==> src/rtl/gumnut_pkg.sv <==
// rtl/gumnut_pkg.sv - shared Gumnut datapath widths and write-back entry type
package gumnut_pkg;

    localparam int REG_IDX_W = 3;
    localparam int DATA_W    = 8;

    typedef struct packed {
        logic [REG_IDX_W-1:0] rd;
        logic [DATA_W-1:0]    data;
    } wb_entry_t;

    localparam int WB_ENTRY_W = $bits(wb_entry_t);

endpackage

==> src/rtl/wb_fifo.sv <==
// rtl/wb_fifo.sv - generic DEPTH-entry synchronous FIFO with occupancy count
module wb_fifo #(
    parameter int DEPTH = 2,
    parameter int WIDTH = 8
) (
    input  logic                     clk_i,
    input  logic                     rst_n_i,
    input  logic                     push_i,
    input  logic [WIDTH-1:0]         wdata_i,
    input  logic                     pop_i,
    output logic [WIDTH-1:0]         rdata_o,
    output logic [$clog2(DEPTH):0]   count_o,
    output logic                     full_o,
    output logic                     empty_o
);

    localparam int PTR_W = $clog2(DEPTH);
    localparam int CNT_W = PTR_W + 1;

    logic [WIDTH-1:0] mem_q [DEPTH];
    logic [WIDTH-1:0] mem_d [DEPTH];
    logic [PTR_W-1:0] wptr_q, wptr_d;
    logic [PTR_W-1:0] rptr_q, rptr_d;
    logic [CNT_W-1:0] count_q, count_d;
    logic             do_push;
    logic             do_pop;

    assign full_o  = (count_q == CNT_W'(DEPTH));
    assign empty_o = (count_q == '0);
    assign do_push = push_i && !full_o;
    assign do_pop  = pop_i && !empty_o;
    assign rdata_o = mem_q[rptr_q];
    assign count_o = count_q;

    // DEPTH is a power of two, so pointer wrap is the natural overflow
    always_comb begin
        mem_d   = mem_q;
        wptr_d  = wptr_q;
        rptr_d  = rptr_q;
        count_d = count_q;
        if (do_push) begin
            mem_d[wptr_q] = wdata_i;
            wptr_d        = wptr_q + 1'b1;
        end
        if (do_pop) begin
            rptr_d = rptr_q + 1'b1;
        end
        case ({do_push, do_pop})
            2'b10:   count_d = count_q + 1'b1;
            2'b01:   count_d = count_q - 1'b1;
            default: count_d = count_q;
        endcase
    end

    always_ff @(posedge clk_i) begin
        if (!rst_n_i) begin
            for (int i = 0; i < DEPTH; i++) begin
                mem_q[i] <= '0;
            end
            wptr_q  <= '0;
            rptr_q  <= '0;
            count_q <= '0;
        end else begin
            mem_q   <= mem_d;
            wptr_q  <= wptr_d;
            rptr_q  <= rptr_d;
            count_q <= count_d;
        end
    end

endmodule

==> src/rtl/alu_wb_stage.sv <==
// rtl/alu_wb_stage.sv - ALU result/flag register stage with buffered register write-back
module alu_wb_stage
    import gumnut_pkg::*;
#(
    parameter int DEPTH = 2
) (
    input  logic                   clk_i,
    input  logic                   rst_n_i,
    input  logic                   valid_i,
    output logic                   ready_o,
    input  logic [DATA_W-1:0]      res_i,
    input  logic                   cout_i,
    input  logic [REG_IDX_W-1:0]   rd_i,
    input  logic                   wr_en_i,
    input  logic                   setflags_i,
    output logic                   carry_o,
    output logic                   zero_o,
    output logic                   wb_valid_o,
    input  logic                   wb_ready_i,
    output logic [REG_IDX_W-1:0]   wb_rd_o,
    output logic [DATA_W-1:0]      wb_data_o,
    output logic [$clog2(DEPTH):0] count_o
);

    logic      c_q, c_d;
    logic      z_q, z_d;
    logic      accept;
    logic      push;
    logic      pop;
    logic      full;
    logic      empty;
    wb_entry_t push_entry;
    wb_entry_t head_entry;

    // Stall everything when full so flag updates never overtake a blocked write
    assign ready_o    = !full;
    assign accept     = valid_i && ready_o;
    assign push       = accept && wr_en_i && (rd_i != '0);
    assign wb_valid_o = !empty;
    assign pop        = wb_valid_o && wb_ready_i;
    assign push_entry = '{rd: rd_i, data: res_i};
    assign wb_rd_o    = head_entry.rd;
    assign wb_data_o  = head_entry.data;
    assign carry_o    = c_q;
    assign zero_o     = z_q;

    always_comb begin
        c_d = c_q;
        z_d = z_q;
        if (accept && setflags_i) begin
            c_d = cout_i;
            z_d = (res_i == '0);
        end
    end

    always_ff @(posedge clk_i) begin
        if (!rst_n_i) begin
            c_q <= 1'b0;
            z_q <= 1'b0;
        end else begin
            c_q <= c_d;
            z_q <= z_d;
        end
    end

    wb_fifo #(
        .DEPTH (DEPTH),
        .WIDTH (WB_ENTRY_W)
    ) u_wb_fifo (
        .clk_i   (clk_i),
        .rst_n_i (rst_n_i),
        .push_i  (push),
        .wdata_i (push_entry),
        .pop_i   (pop),
        .rdata_o (head_entry),
        .count_o (count_o),
        .full_o  (full),
        .empty_o (empty)
    );

endmodule

==> config.mk <==
export PLATFORM = sky130hd
export DESIGN_NAME = alu_wb_stage
export DESIGN_NICKNAME = d
export VERILOG_FILES = /design/src/rtl/gumnut_pkg.sv /design/src/rtl/wb_fifo.sv /design/src/rtl/alu_wb_stage.sv
export SDC_FILE = /design/constraint.sdc
export NUM_CORES = 1
export LEC_CHECK = 0
export CAP_MARGIN = 20
export CELL_PAD_IN_SITES_DETAIL_PLACEMENT = 1
export CELL_PAD_IN_SITES_GLOBAL_PLACEMENT = 1
export CORE_MARGIN = 2
export CORE_UTILIZATION = 30
export CTS_BUF_LIST = sky130_fd_sc_hd__clkbuf_16
export DETAILED_ROUTE_END_ITERATION = 12
export PLACE_DENSITY_LB_ADDON = 0.15
export RECOVER_POWER = 25
export SLEW_MARGIN = 0
export SYNTH_ARGS = -nofsm -noshare
export SYNTH_HDL_FRONTEND = slang
export SYNTH_SLANG_ARGS = --single-unit
==> constraint.sdc <==
create_clock -name clk_i -period 2.4 [get_ports clk_i]
set_input_delay 0.48 -clock clk_i [delete_from_list [all_inputs] [get_ports clk_i]]
set_output_delay 0.48 -clock clk_i [all_outputs]
set_load 0.005 [all_outputs]
==> out/qor.yml, run 1 <==
drc_errors: 0
io_pins: 35
syn_to_final_growth_pct: 39.77
fin_crit_sh: 0.8730
wire_per_inst_um: 14.42
power_leakage_nw: 0.6678
clock_latency_ns: 0.26
maxSlewViolCount: 0
layout.nets: 189
cts_hold_buf: 0
syn_inst: 131
ys_warn_count: 0
hold_viol_final: 0
globalRouteTotalUtil: 0.1377
clk_pin_slew_worst_paths_ns: 0.07
grt_pass1_vias: 1121
cts_root_buf: "clkbuf_16"
dr_wl_met2_um: 1598
yosysTopAreaCellShare: 0.4324
cts_buffers: 3
worst_slew_pin_slew_ns: 0.6707
io_buffers: 34
num_antenna_cells: 0
synth.avg_cell_area_sq_um: 9.895
rsz0062_at_grt: "false"
maxCapViolCount: 0
min_path_cells: 2
via_per_inst: 4.895
via_count: 1072
worst-path-max-fanout: 12
finalClockSkew_ns: 0.003107
die_area_sq_um: 4862
wirelength_met1_um: 1385
drt-total-wl_um: 3159
worst_setup_path_start_kind: "flip-flop"
post_cts_buffers: 0
syn_nets: 150
initial_core_util: 0.3172
drive_above_1_share: 0.1538
status: "completed"
cts_resized: 0
dp_hpwl_um: 2351
core_area_sq_um: 4086
cp.arrival_ns: 1.62
ir_drop_mv: 0.2851
die_w_um: 69.73
cts_buffer_depth: 2
drtIter0Drc: 34
htreeDepth: 1
cts.sinks: 28
hold_ws_ns: 0.4583
final_cells: 219
routed.top_layer: "met4"
grt_pass1_wl_um: 5430
postRouteAntennaNets: 0
synthesis.area_sq_um: 1296
cp.required_ns: 1.92
power-per-cell-area_nw_per_um2: 766.7
cts_tree: "built"
gp_congestion: 0.6730
antenna_found_initial: 0
design_area_sq_um: 1812
slew_headroom: 0.5529
hp-class: "flip-flop to flip-flop"
synth_cell_types: 25
synth_area_leaders: "dfxtp_1, mux2i_1, nand2_1"
end_kind: "output port"
final.setup.tns_ns: 0
wl_met3_um: 146
dp_cells: 215
r2r_cells: 5
post-route-min-period_ns: 2.095
fmax_mhz: 477.3
finalSetupViolCount: 0
place_area_sq_um: 1722
ys_seq_area_frac: 0.4324
drt-pass1-iter-count: 4
grt_max_degree: 36
fp.dieH_um: 69.73
final_util: 0.4434
overflow: 0
crit_type: "flip-flop to output port"
ys_ff_latch: 28
synth_top_cell_by_area: "dfxtp_1"
rows: 23
per-stage QoR:
stage | setup WS (ns) | power [mW]
6_report | 0.3049 | 1.389
5_1_grt | 0.1715 | 1.475
4_1_cts | 0.2211 | 1.415
3_5_place_dp | 0.06625 | 0.9196
3_3_place_gp | 0.1484 | 0.9076
2_1_floorplan | 0.5895 | 0.7429
layer usage:
layer | vias to the layer above | global-route usage
li1 | 526 | -
met1 | 519 | 0.1711
met2 | 23 | 0.2361
met3 | 4 | 0.03488
met4 | 0 | 0.03846
met5 | - | 0
area by class of cell:
type | count | area [sq um]
Clock inverter | 1 | 30.03
Timing Repair Buffer | 41 | 399.1
Multi-Input combinational cell | 94 | 676.9
Sequential cell | 28 | 560.5
Fill cell | 475 | 2275
Inverter | 2 | 7.507
Tap cell | 50 | 62.56
Clock buffer | 3 | 75.07
cells in the mapped netlist:
cell type	n
a21oi_1	3
buf_2	1
buf_6	2
clkbuf_1	4
dfxtp_1	28
ha_1	1
inv_1	2
mux2_2	11
mux2i_1	22
nand2_1	35
nand4_1	1
nand4b_1	1
nor2_1	2
nor2b_2	1
nor3_2	1
nor4_1	2
nor4_4	1
nor4b_4	1
o21a_1	2
o21ai_0	3
o31a_1	1
or2_2	1
or3_1	2
xnor2_1	2
xor2_1	1
layout by cell type, fill, tap and decap left out:
cell type | Yosys | layout
nor3_2 | 1 | 1
clkbuf_1 | 4 | 1
a21oi_1 | 3 | 3
nor2_1 | 2 | 2
ha_1 | 1 | 1
clkbuf_2 | 0 | 1
clkbuf_16 | 0 | 3
nor2b_2 | 1 | 1
buf_12 | 0 | 1
nand4b_1 | 1 | 1
nor4_1 | 2 | 2
o21ai_0 | 3 | 3
inv_1 | 2 | 2
nand2_1 | 35 | 35
xor2_1 | 1 | 1
o21a_1 | 2 | 2
or3_1 | 2 | 2
dfxtp_1 | 28 | 28
bufinv_16 | 0 | 1
clkdlybuf4s50_1 | 0 | 30
nor4_4 | 1 | 1
xnor2_1 | 2 | 2
mux2i_1 | 22 | 22
o31a_1 | 1 | 1
nand4_1 | 1 | 1
or2_2 | 1 | 1
mux2_2 | 11 | 11
buf_4 | 0 | 4
dlygate4sd3_1 | 0 | 4
nor4b_2 | 0 | 1
worst max-delay path: stages (launching register included):
cell and delay [ns]:
dfxtp_1 0.31, buf_4 0.22, mux2_2 0.37, clkdlybuf4s50_1 0.45
power by group:
part / switching, mW / total [mW] / internal (mW)
registers: 0.0312 / 0.534 / 0.503
clock network: 0.160 / 0.493 / 0.332
logic: 0.153 / 0.362 / 0.209
path summary, 6_finish.rpt:
| check | start | to | slack [ns] |
|---|---|---|---|
| worst max register to register | u_wb_fifo.count_o[0]$_SDFFE_PN0P_ | u_wb_fifo.count_o[1]$_SDFFE_PN0P_ | 0.52 |
| worst min-delay path | u_wb_fifo.mem_q[7]$_SDFFE_PN0P_ | u_wb_fifo.mem_q[7]$_SDFFE_PN0P_ | 0.46 |
| worst min register to register | u_wb_fifo.mem_q[7]$_SDFFE_PN0P_ | u_wb_fifo.mem_q[7]$_SDFFE_PN0P_ | 0.46 |
| worst max-delay path | u_wb_fifo.rptr_q$_SDFFE_PN0P_ | wb_data_o[6] | 0.30 |
cell families (layout without fill, tap and decap cells):
kind of cell,count (synthesis),in the layout,share of synthesized area
buf+inv,9,47,0.03860
simple gates,48,48,0.1921
mux,33,33,0.2654
flops,28,28,0.4324
xor+xnor,3,3,0.02027
compound gates,9,9,0.04150
fa+ha+maj,1,1,0.009651
sequential cells by signal, indices dropped and copies added (netlist names):
signal and flops:
u_wb_fifo.mem_q 22, u_wb_fifo.count_o 2, carry_o 1, u_wb_fifo.rptr_q 1
u_wb_fifo.wptr_q 1, zero_o 1
(Power assumes the default switching activity.)
==> run 2, diff against run 1 <==
Settings changed: SKIP_CTS_REPAIR_TIMING set to 1.
==> results of run 2 <==
Final layout, timing and power as in run 1 (identical DEF).
